File: config.mk
export PLATFORM = sky130hd
export DESIGN_NAME = mult_hilo_seq
export DESIGN_NICKNAME = d
export VERILOG_FILES = /design/src/rtl/mult_hilo_seq.sv
export SDC_FILE = /design/constraint.sdc
export NUM_CORES = 1
export LEC_CHECK = 0
export ABC_AREA = 1
export CORE_MARGIN = 5
export CORE_UTILIZATION = 50
export CTS_BUF_LIST = sky130_fd_sc_hd__clkbuf_16
export DETAILED_ROUTE_END_ITERATION = 8
export GPL_TIMING_DRIVEN = 0
export PLACE_DENSITY_LB_ADDON = 0.15
export SLEW_MARGIN = 20
export SYNTH_ARGS = -nofsm -noshare
export SYNTH_HDL_FRONTEND = slang
export SYNTH_SLANG_ARGS = --single-unit
File: constraint.sdc
create_clock -name clk -period 8.7 [get_ports clk]
set_input_delay 2.175 -clock clk [delete_from_list [all_inputs] [get_ports clk]]
set_output_delay 2.175 -clock clk [all_outputs]
set_load 0.02 [all_outputs]
File: src/rtl/mult_hilo_seq.sv
// mult_hilo_seq: sequential shift-add MULT/MULTU unit owning HI/LO, with pipeline stall handshake.
// Operands are captured on start, turned into magnitudes, multiplied one bit per cycle, then sign-fixed.
module mult_hilo_seq #(
    parameter int WIDTH = 32,
    parameter int CNT_W = 6
) (
    input  logic             clk,
    input  logic             reset,
    input  logic             start,
    input  logic             is_signed,
    input  logic [WIDTH-1:0] rs_val,
    input  logic [WIDTH-1:0] rt_val,
    input  logic             mthi,
    input  logic             mtlo,
    input  logic [WIDTH-1:0] wr_data,
    input  logic             rd_req,
    output logic [WIDTH-1:0] hi,
    output logic [WIDTH-1:0] lo,
    output logic             busy,
    output logic             done,
    output logic             stall
);
    typedef enum logic [1:0] {IDLE, PREP, RUN, FIX} state_t;

    state_t             state, state_next;
    logic [WIDTH-1:0]   mcand, mplier;
    logic [2*WIDTH-1:0] acc;
    logic [WIDTH:0]     sum;
    logic [CNT_W-1:0]   cnt;
    logic               sgn, neg, last;

    assign last  = cnt == CNT_W'(WIDTH - 1);
    assign stall = busy & (start | mthi | mtlo | rd_req);

    always_comb begin
        state_next = state == IDLE ? (start ? PREP : IDLE) :
                     state == PREP ? RUN :
                     state == RUN  ? (last ? FIX : RUN) : IDLE;
        sum = {1'b0, acc[2*WIDTH-1:WIDTH]} + {1'b0, mplier[0] ? mcand : '0};
    end

    always_ff @(posedge clk or posedge reset)
        if (reset) state <= IDLE;
        else       state <= state_next;

    // mplier shifts right each RUN cycle, so bit 0 is always the current multiplier bit
    always_ff @(posedge clk or posedge reset) begin
        if (reset) begin
            hi     <= '0;
            lo     <= '0;
            busy   <= 1'b0;
            done   <= 1'b0;
            mcand  <= '0;
            mplier <= '0;
            acc    <= '0;
            cnt    <= '0;
            sgn    <= 1'b0;
            neg    <= 1'b0;
        end else begin
            busy <= state_next != IDLE;
            done <= state == FIX;
            case (state)
                IDLE: begin
                    if (start) begin
                        mcand  <= rs_val;
                        mplier <= rt_val;
                        sgn    <= is_signed;
                        neg    <= is_signed & (rs_val[WIDTH-1] ^ rt_val[WIDTH-1]);
                    end else begin
                        if (mthi) hi <= wr_data;
                        if (mtlo) lo <= wr_data;
                    end
                end
                PREP: begin
                    mcand  <= sgn & mcand[WIDTH-1] ? -mcand : mcand;
                    mplier <= sgn & mplier[WIDTH-1] ? -mplier : mplier;
                    acc    <= '0;
                    cnt    <= '0;
                end
                RUN: begin
                    acc    <= {sum, acc[WIDTH-1:1]};
                    mplier <= mplier >> 1;
                    cnt    <= cnt + CNT_W'(1);
                end
                default: {hi, lo} <= neg ? -acc : acc;
            endcase
        end
    end
endmodule

# [Word-level counts from Yosys, hierarchy flattened]
# Cells that the tools add are included.
[totals] wordCells=67 reg_bits=204 in_bits=103
[classes] bitwise_logic=9 eq_ne=10 n_reduce_logical=11 addsub=5 mux=21
[op_table] operator="$mux 32" n=9
[op_table] operator="$pmux 32 s2" n=3
[op_table] operator="$pmux 64 s2" n=1
[op_table] operator="$pmux 32 s3" n=1
[op_table] operator="$mux 64" n=1
[op_table] operator="$neg 32->32" n=2
[op_table] operator="$neg 64->64" n=1
[op_table] operator="$add 32x32->33" n=1
[op_table] operator="$pmux 6 s2" n=1
[op_table] operator="$reduce_and 3->1" n=4
[op_table] operator="$ne 2x2->1 const B" n=4
[op_table] operator="$add 6x1->6 const B" n=1
[op_table] operator="$eq 6x5->1 const B" n=1
[op_table] operator="$mux 2" n=3
[op_table] operator="$reduce_bool 2->1" n=3
[op_table] operator="$and 1x1->1" n=4
[op_table] operator="$eq 2x2->1 const B" n=2
[op_table] operator="$ne 2x1->1 const B" n=2
[op_table] operator="$or 1x1->1" n=3
[op_table] operator="$reduce_bool 3->1" n=1
[op_table] operator="$eq 2x1->1 const B" n=1
[op_table] operator="$logic_not 2->1" n=1
[op_table] operator="$mux 1" n=2
[op_table] operator="$reduce_and 2->1" n=1
[op_table] operator="other kinds (3)" n=3

# [Longest topological paths before layout]
# Gate-level depths: netlist (run 1).
[depth] depth_word=6 mapped_depth=19 ltp_nobuf=17

# [Least setup slack after synthesis (run 1)]
# Ideal clock, no wire load.
[synth_timing] path_type="input port to output port" from="in start" to="out stall" setup_slack_ns=3.856 cell_stages=1 arrival_time_ns=2.669 required_ns=6.525 path_cell_list="o41a_1"
[synth_between] elab_chain_len=4
[synth_lines] item="start: declaration" line_no="9" source="input logic start,"
[synth_lines] item="$or 1x1->1 (3 in series)" line_no="33" source="assign stall = busy & (start | mthi | mtlo | rd_req);"
[synth_lines] item="$and 1x1->1" line_no="33"
[synth_lines] item="end: declaration" line_no="21" source="output logic stall"
# No other way between the ends.

# [Final worst setup path (run 1)]
# Ends and elaborated chain as after synthesis.

==> results.ini, run 1 <==
[synthesis]
synth.net_count = 2428
ys_seq_elements = 204
synth_area_leaders = dfrtp_1 34%, nand2_1 14%, nor2_1 8.4%
synth_top_area_share_pct = 33.83
yosysSeqAreaShare_pct = 33.83
async_flop_share_pct = 100.0
synth_area_mm2 = 0.01509
synthFlopType = dfrtp_1
synth_edf_count = 0
syn_avg_cell_area_um2 = 6.607
synth.distinct_cells = 59
ys_warn_count = 0
synthCells = 2284
synth_top_area_cell = dfrtp_1

[worst_setup_path]
cp_top_family = buffers and inverters
r2r_cells = 17
cp-end-kind = primary output
slowest_delay_ns = 0.54
cp_num_buf_inv = 2
worstSetupPathType = in2out
worst-path-max-fanout = 3
slowest_stage = clkdlybuf4s50_1
r2r_start = mplier[0]
r2r-end = acc[47]
crit_chain = clkdlybuf4s50_1 -> o41a_1 -> clkdlybuf4s50_1
setup.worst_path.start_class = input port
rrSetupSlack_ns = 5.73
required_ns = 6.53
path_common_cell = clkdlybuf4s50_1
cp_data_arrival_time_ns = 3.64

[power]
p_comb_share_pct = 64.0
pwr-share-clk_pct = 13.2
power_leakage_nw = 8.850
pwr-share-seq_pct = 22.8
sw_frac_of_total_pct = 54.17
power_density_mw_per_mm2 = 427.2
p_sw_mw = 4.189
p_int_mw = 3.544
irDropWorstVdd_mv = 0.2205

[sta]
finalHoldViolCount = 0
holdWs_ns = 0.4911
clock.fmax_mhz = 172.0
max_slew_margin_pct = 41.66
tightest_slew_ns = 0.8751
finalSetupViolCount = 0
grt_setup_unrepaired = false
setup_tns_ns = 0
report.final.slew_viol_count = 0
post-route-min-period_ns = 5.813
min_period_over_period_pct = 66.81
skew_ns = 0.01205

[cells_and_area]
final_area_mm2 = 0.01810
diodes = 0
utilization_pct = 60.91
syn_to_final_growth_pct = 19.95
fillers = 2878
num-nets-final = 2626
final_layout_size_suffix_gt1_share_pct = 6.643

[floorplanning]
start_util_pct = 50.78
num_rows = 63
die-area_mm2 = 0.03376
fp.dieW_um = 183.7
core_area_mm2 = 0.02972
num_io_pins = 170
dieHeight_um = 183.7

[min_path]
hold_start = lo[2]
hold_path_class = reg2reg
whs_endpoint = lo[2]
hold_depth = 2

[global_route]
antenna_found_initial = 0
grt_pass1_wl_um = 88310
grt_pass1_vias = 16226
grt_max_degree = 79
overflow = 0
track_usage_pct = 32.77

[clocking]
insertion_delay_ns = 0.54
cts_resized = 0
cts_hold_buffers = 0
cts_buffer_depth = 3
cts_setup_buffers = 0
clock-root-buffer = clkbuf_16
cts_tree = yes
h-tree-depth = 1
cts_inserted_buffers = 25
clk_pin_slew_worst_paths_ns = 0.06
cts_sinks = 204

[place]
place_congestion = 0.9860
postPlaceCellArea_mm2 = 0.01733
place.detailed.hpwl_um = 44500
place.port_buffers = 169

[detailed_routing]
totalWireLength_um = 56630
first_pass_iters = 5
vias = 16656
drtAntennaViolNets = 0
viasPerCell = 5.765
drcViolationCount = 0
detail_route.iter0.violations = 1382
wl_per_cell_um = 19.60

[job]
drv_cap = 0

[outcome]
status = finished, final reports clean

==> metrics by stage <==
step | instances | worst slack [ns] | total power, mW
2_1_floorplan | 2284 | 0.9576 | 4.874
3_3_place_gp | 2843 | -2.029 | 6.523
3_5_place_dp | 2845 | 2.864 | 6.626
4_1_cts | 2889 | 2.868 | 7.650
5_1_grt | 2889 | 2.851 | 8.268
6_report | 2889 | 2.887 | 7.733
==> cells by family after synthesis <==
group | share of synthesized area, %
adders and majority gates | 3.449
DFF | 33.83
buffers and inverters | 9.095
and+or+nand+nor | 35.85
xor gates and xnor gates | 0.4643
AOI/OAI and AO/OA | 17.31
==> sequential cells by signal, indices dropped and copies added, names as in the netlist, 2 cells and up <==
signal  cells
mplier     32
state       2
acc        64
mcand      32
lo         32
cnt         6
hi         32
==> layout make-up <==
cell class,count,area (um2),share of cell area [%]
Multi-Input combinational cell,1735,8613,47.58
Sequential cell,204,5105,28.20
Timing Repair Buffer,171,1747,9.650
Inverter,264,1002,5.537
Clock buffer,25,625.6,3.456
Tap cell,390,488.0,2.696
Buffer,81,377.9,2.088
Clock inverter,19,142.6,0.7880
==> synthesized netlist by cell type (6+ instances only) <==
| cell type | count |
|---|---|
| and2_1 | 6 |
| nand2_1 | 551 |
| nor2_1 | 337 |
| nand3_1 | 224 |
| ha_1 | 40 |
| buf_2 | 29 |
| nand4_1 | 24 |
| a31oi_1 | 9 |
| buf_4 | 6 |
| o21ai_1 | 12 |
| nand3b_1 | 8 |
| nand2_2 | 12 |
| clkbuf_1 | 41 |
| a22oi_1 | 14 |
| xor2_1 | 7 |
| a21oi_1 | 174 |
| inv_1 | 246 |
| o21ai_0 | 124 |
| a221oi_1 | 18 |
| nor3_1 | 23 |
| o211ai_1 | 17 |
| nor2_4 | 7 |
| inv_2 | 14 |
| or2_1 | 6 |
| nor2_2 | 17 |
| o22ai_1 | 50 |
| dfrtp_1 | 204 |
==> worst reg2reg max path: stages, from the launching register on <==
cell	delay, ns
dfrtp_1	0.32
buf_2	0.16
clkbuf_1	0.42
nand2_1	0.09
inv_1	0.08
ha_1	0.15
inv_1	0.08
fa_1	0.35
inv_1	0.11
nand2_1	0.08
o21ai_1	0.21
nand2_1	0.08
nand2_1	0.14
nand2_1	0.06
nand2_1	0.16
a21oi_1	0.09
o21ai_0	0.12
o21ai_0	0.12
==> cells in the final DEF, fill, tap and decap left out, types with 14 or more instances in the layout <==
| cell | instances |
|---|---|
| a21oi_1 | 174 |
| o21ai_0 | 124 |
| inv_1 | 250 |
| nand4_1 | 24 |
| nor3_1 | 23 |
| ha_1 | 40 |
| o211ai_1 | 17 |
| nand3_1 | 224 |
| clkbuf_16 | 25 |
| clkbuf_1 | 41 |
| clkdlybuf4s50_1 | 169 |
| dfrtp_1 | 204 |
| a22oi_1 | 14 |
| nor2_1 | 337 |
| buf_2 | 29 |
| nand2_1 | 551 |
| nor2_2 | 17 |
| inv_2 | 14 |
| o22ai_1 | 50 |
| a221oi_1 | 18 |
==> power by group through the flow <==
stage / combinational [mW] / clock (mW) / sequential (mW)
2_1_floorplan: 3.04 / 0 / 1.83
3_3_place_gp: 4.77 / 0 / 1.75
3_5_place_dp: 4.86 / 0 / 1.77
4_1_cts: 4.88 / 1.02 / 1.75
5_1_grt: 5.39 / 1.06 / 1.82
6_report: 4.95 / 1.02 / 1.77
==> worst max path at each step <==
stage,from,end,slack [ns],cells after the start
after floorplan,reset,acc[0],0.96,1
after global placement,reset,mcand[23],-2.03,2
after detailed placement,start,stall,2.86,3
after CTS,start,stall,2.87,3
after global routing,start,stall,2.85,3
final,start,stall,2.89,3
==> metal layers <==
metal / vias to the layer above / GRT usage [%] / wire length [um]
met4: 0 / 13.07 / 2397
met1: 7836 / 42.70 / 23470
met5: - / 0 / 0
met2: 724 / 56.33 / 27000
li1: 7967 / - / -
met3: 129 / 3.146 / 3766
Note: power is estimated with default switching activity, not from simulation.
==> run 2: changes to the inputs <==
Clock period 8.7 ns to 4.7 ns, I/O delays scaled along.
==> run 2 against run 1 <==
Combinational power increased by 85%. Largest cell class unchanged. Total power is 87% higher. Global-route usage about the same. Worst setup slack worse by 2.0 ns. Critical path depth unchanged. First-iteration DRC count down 6.4%.
==> results.ini, run 2 (same netlist as run 1, synthesis figures left out) <==
[worst_setup_path]
cp_data_arrival_time_ns = 2.64
slowest_stage = clkdlybuf4s50_1
slowest_delay_ns = 0.54
rrSetupSlack_ns = 1.65
cp-end-kind = primary output
r2r_cells = 19
cp_num_buf_inv = 2
worst-path-max-fanout = 3
r2r-end = acc[61]
cp_top_family = buffers and inverters
setup.worst_path.start_class = input port
path_common_cell = clkdlybuf4s50_1
worstSetupPathType = in2out
r2r_start = mplier[0]
crit_chain = clkdlybuf4s50_1 -> o41a_1 -> clkdlybuf4s50_1
required_ns = 3.52

[floorplanning]
fp.dieW_um = 183.7
dieHeight_um = 183.7
start_util_pct = 50.78
num_rows = 63
num_io_pins = 170
core_area_mm2 = 0.02972
die-area_mm2 = 0.03376

[cells_and_area]
final_layout_size_suffix_gt1_share_pct = 6.903
top_register = acc
instances_no_fill = 2896
diodes = 0
layout_common_cells = 551 x nand2_1, 337 x nor2_1, 250 x inv_1
fillers = 2841
largest_register_ffs = 64
syn_to_final_growth_pct = 21.16
final_common_cell = nand2_1
multi_input_area_mm2 = 0.008613
regArea_mm2 = 0.005105
num-nets-final = 2632

[outcome]
status = finished, final reports clean

[detailed_routing]
wl_per_cell_um = 19.30
wl_met3_um = 3994
totalWireLength_um = 55890
vias = 16484
detail_route.iter0.violations = 1293
met1_length_um = 22840
first_pass_iters = 7
dr_wl_met2_um = 26230
drcViolationCount = 0
highest_layer = met4
drtAntennaViolNets = 0
viasPerCell = 5.692

[clocking]
clk_pin_slew_worst_paths_ns = 0.06
insertion_delay_ns = 0.54
cts_buffer_depth = 3
cts_resized = 0
cts_tree = yes
cts_inserted_buffers = 26
cts_hold_buffers = 0
clock-root-buffer = clkbuf_16
cts_setup_buffers = 0
h-tree-depth = 1
cts_sinks = 204

[sta]
post-route-min-period_ns = 3.813
clock.fmax_mhz = 262.2
skew_ns = 0.01218
holdWs_ns = 0.4844
max_slew_margin_pct = 39.69
report.final.slew_viol_count = 0
min_period_over_period_pct = 81.14
grt_setup_unrepaired = false
finalHoldViolCount = 0
finalSetupViolCount = 0
tightest_slew_ns = 0.9046

[global_route]
antenna_found_initial = 0
grt_pass1_wl_um = 88180
overflow = 0
track_usage_pct = 32.77
grt_max_degree = 36
grt_pass1_vias = 16135

[place]
dp_cells = 2850
place.detailed.hpwl_um = 44410
place.port_buffers = 169
place_congestion = 1.002

[power]
design_power_total_mw = 14.48
irDropWorstVdd_mv = 0.4651
power_leakage_nw = 8.936
power_density_mw_per_mm2 = 791.7

[job]
drv_cap = 0

[min_path]
whs_endpoint = lo[0]
hold_depth = 2
hold_path_class = reg2reg
hold_start = lo[0]

## run 2: how the worst max path moves through the flow
stage / from / endpoint / slack, ns / cells after the start
final: start / stall / 0.89 / 3
after global routing: start / stall / 0.85 / 3
after CTS: start / stall / 0.88 / 3
after detailed placement: start / stall / 0.88 / 3
after global placement: reset / mcand[25] / -0.84 / 2
after floorplan: reset / acc[0] / 0.88 / 1
## run 2: worst min-delay path, cell delays in order (launching register included)
cell and delay (ns):
dfrtp_1 0.34, nand2_1 0.05, o21ai_0 0.06
## run 2: through the flow
stage	setup slack [ns]	utilization, %	area, um2	TNS [ns]
3_3_place_gp	-0.8363	58.13	17270	-167.80
5_1_grt	0.8522	61.53	18280	0
4_1_cts	0.8754	61.53	18280	0
2_1_floorplan	0.8807	-	15090	0
3_5_place_dp	0.8773	58.62	17420	0
6_report	0.8865	61.53	18280	0
## run 2: power breakdown
group          internal, mW  leakage, nW  switching (mW)
Clock                  1.25        0.443           0.818
Sequential             2.51         2.56           0.746
Combinational          2.98         5.93            6.17
## run 2: cell type report
| type | instances | area share, % |
|---|---|---|
| plain buffers | 81 | 2.067 |
| clock buffers | 27 | 3.695 |
| clock inverters | 19 | 1.020 |
| inverters | 264 | 5.461 |
| multi-input cells | 1735 | 47.11 |
| flip-flops and latches | 204 | 27.92 |
| well taps | 390 | 2.669 |
| repair buffers | 176 | 10.06 |
## run 2: layer usage
metal	track usage (%)	vias up
li1	-	7981
met1	42.09	7616
met2	55.46	740
met3	3.918	147
met4	15.11	0
met5	0	-
==> run 3: changes to the inputs <==
Clock period 4.7 ns to 3.2 ns, I/O delays scaled along.
==> run 3 against run 2 <==
Critical endpoint unchanged. Cell count hardly changed. Largest power group unchanged. Wire length grew 0.16%. Sequential power rose by 47%. Worst setup slack got worse by 0.75 ns. Sequential share of layout area barely moved.
==> results.ini, run 3 (same netlist as run 1, synthesis figures left out) <==
[sta]
skew_ns = 0.01443
tightest_slew_ns = 0.9091
post-route-min-period_ns = 3.065
holdWs_ns = 0.4828
clock.fmax_mhz = 326.3
finalHoldViolCount = 0
grt_setup_unrepaired = false
min_period_over_period_pct = 95.77
report.final.slew_viol_count = 0
finalSetupViolCount = 0
max_slew_margin_pct = 39.39

[floorplanning]
num_rows = 63
start_util_pct = 50.78
die-area_mm2 = 0.03376
fp.dieW_um = 183.7
core_area_mm2 = 0.02972
dieHeight_um = 183.7
num_io_pins = 170

[cells_and_area]
final_common_cell = nand2_1
fillers = 2841
final_layout_size_suffix_gt1_share_pct = 6.906
layout_common_cells = 551 x nand2_1, 337 x nor2_1, 250 x inv_1
num-nets-final = 2631
largest_register_ffs = 64
diodes = 0
utilization_pct = 61.51
syn_to_final_growth_pct = 21.13
final_area_mm2 = 0.01828
top_register = acc
instances_no_fill = 2895

[place]
place_congestion = 1.002
dp_cells = 2850
postPlaceCellArea_mm2 = 0.01742
place.port_buffers = 169
place.detailed.hpwl_um = 44410

[detailed_routing]
totalWireLength_um = 55980
viasPerCell = 5.683
first_pass_iters = 6
drcViolationCount = 0
drtAntennaViolNets = 0
vias = 16453
detail_route.iter0.violations = 1236
wl_per_cell_um = 19.34

[clocking]
cts_tree = yes
clock-root-buffer = clkbuf_16
clk_pin_slew_worst_paths_ns = 0.06
cts_resized = 0
insertion_delay_ns = 0.54
cts_buffer_depth = 3
cts_sinks = 204
cts_hold_buffers = 0
cts_setup_buffers = 0
h-tree-depth = 1
cts_inserted_buffers = 26

[global_route]
grt_pass1_wl_um = 88180
grt_max_degree = 36
antenna_found_initial = 0
grt_pass1_vias = 16135
track_usage_pct = 32.77
overflow = 0

[worst_setup_path]
r2r-end = acc[46]
worst-path-max-fanout = 3
r2r_cells = 13
required_ns = 2.40
cp-end-kind = primary output
worstSetupPathType = in2out
slowest_stage = clkdlybuf4s50_1
slowest_delay_ns = 0.54
cp_data_arrival_time_ns = 2.26
r2r_start = mplier[0]
setup.worst_path.start_class = input port
rrSetupSlack_ns = 0.43
path_common_cell = clkdlybuf4s50_1
crit_chain = clkdlybuf4s50_1 -> o41a_1 -> clkdlybuf4s50_1

[min_path]
whs_endpoint = lo[0]
hold_depth = 2
hold_path_class = reg2reg
hold_start = lo[0]

[power]
power_leakage_nw = 8.934
irDropWorstVdd_mv = 0.6711
power_density_mw_per_mm2 = 1164

[job]
drv_cap = 0

[outcome]
status = finished, final reports clean

## run 3: changes by cell type in the layout (fill, tap and decap cells not counted)
cell,change
clkbuf_1,-1
## run 3: power breakdown
group	total, mW	switching (mW)	internal (mW)	leakage (nW)
Sequential	4.79	1.10	3.69	2.56
Clock	3.04	1.20	1.83	0.443
Combinational	13.4	9.07	4.38	5.93
## run 3: metal layers
metal | up-vias | share of wire (%) | track usage (%)
li1 | 7976 | - | -
met1 | 7624 | 41 | 42.09
met2 | 713 | 47 | 55.46
met3 | 140 | 6.8 | 3.918
met4 | 0 | 4.9 | 15.11
met5 | - | 0 | 0
## run 3: metrics by stage
step | TNS, ns | worst slack, ns | power [mW]
floorplan | -49.83 | -0.2443 | 13.25
global placement | -397.30 | -1.961 | 17.73
detailed placement | 0 | 0.1273 | 17.99
CTS | 0 | 0.1254 | 21.09
global route | 0 | 0.06030 | 22.82
finish | 0 | 0.1353 | 21.28
## run 3: how the worst max path moves through the flow
stage / start / endpoint / slack (ns) / cells past startpoint
global route: mplier[0] / acc[53] / 0.06 / 18
detailed placement: start / stall / 0.13 / 3
finish: start / stall / 0.14 / 3
floorplan: reset / acc[0] / -0.24 / 1
global placement: reset / mcand[25] / -1.96 / 2
CTS: start / stall / 0.13 / 3
## run 3: critical path: cells and delay by family
| family | cells | cell delay [ns] |
|---|---|---|
| buf+inv | 2 | 1.02 |
| compound gates | 1 | 0.44 |
## run 3: final cells by class
type | count | area, um2 | share of cell area [%]
plain buffers | 80 | 374.1 | 2.047
clock buffers | 27 | 675.6 | 3.696
clock inverters | 19 | 186.4 | 1.020
inverters | 264 | 998.5 | 5.462
multi-input cells | 1735 | 8613 | 47.12
flip-flops and latches | 204 | 5105 | 27.93
well taps | 390 | 488.0 | 2.669
repair buffers | 176 | 1839 | 10.06
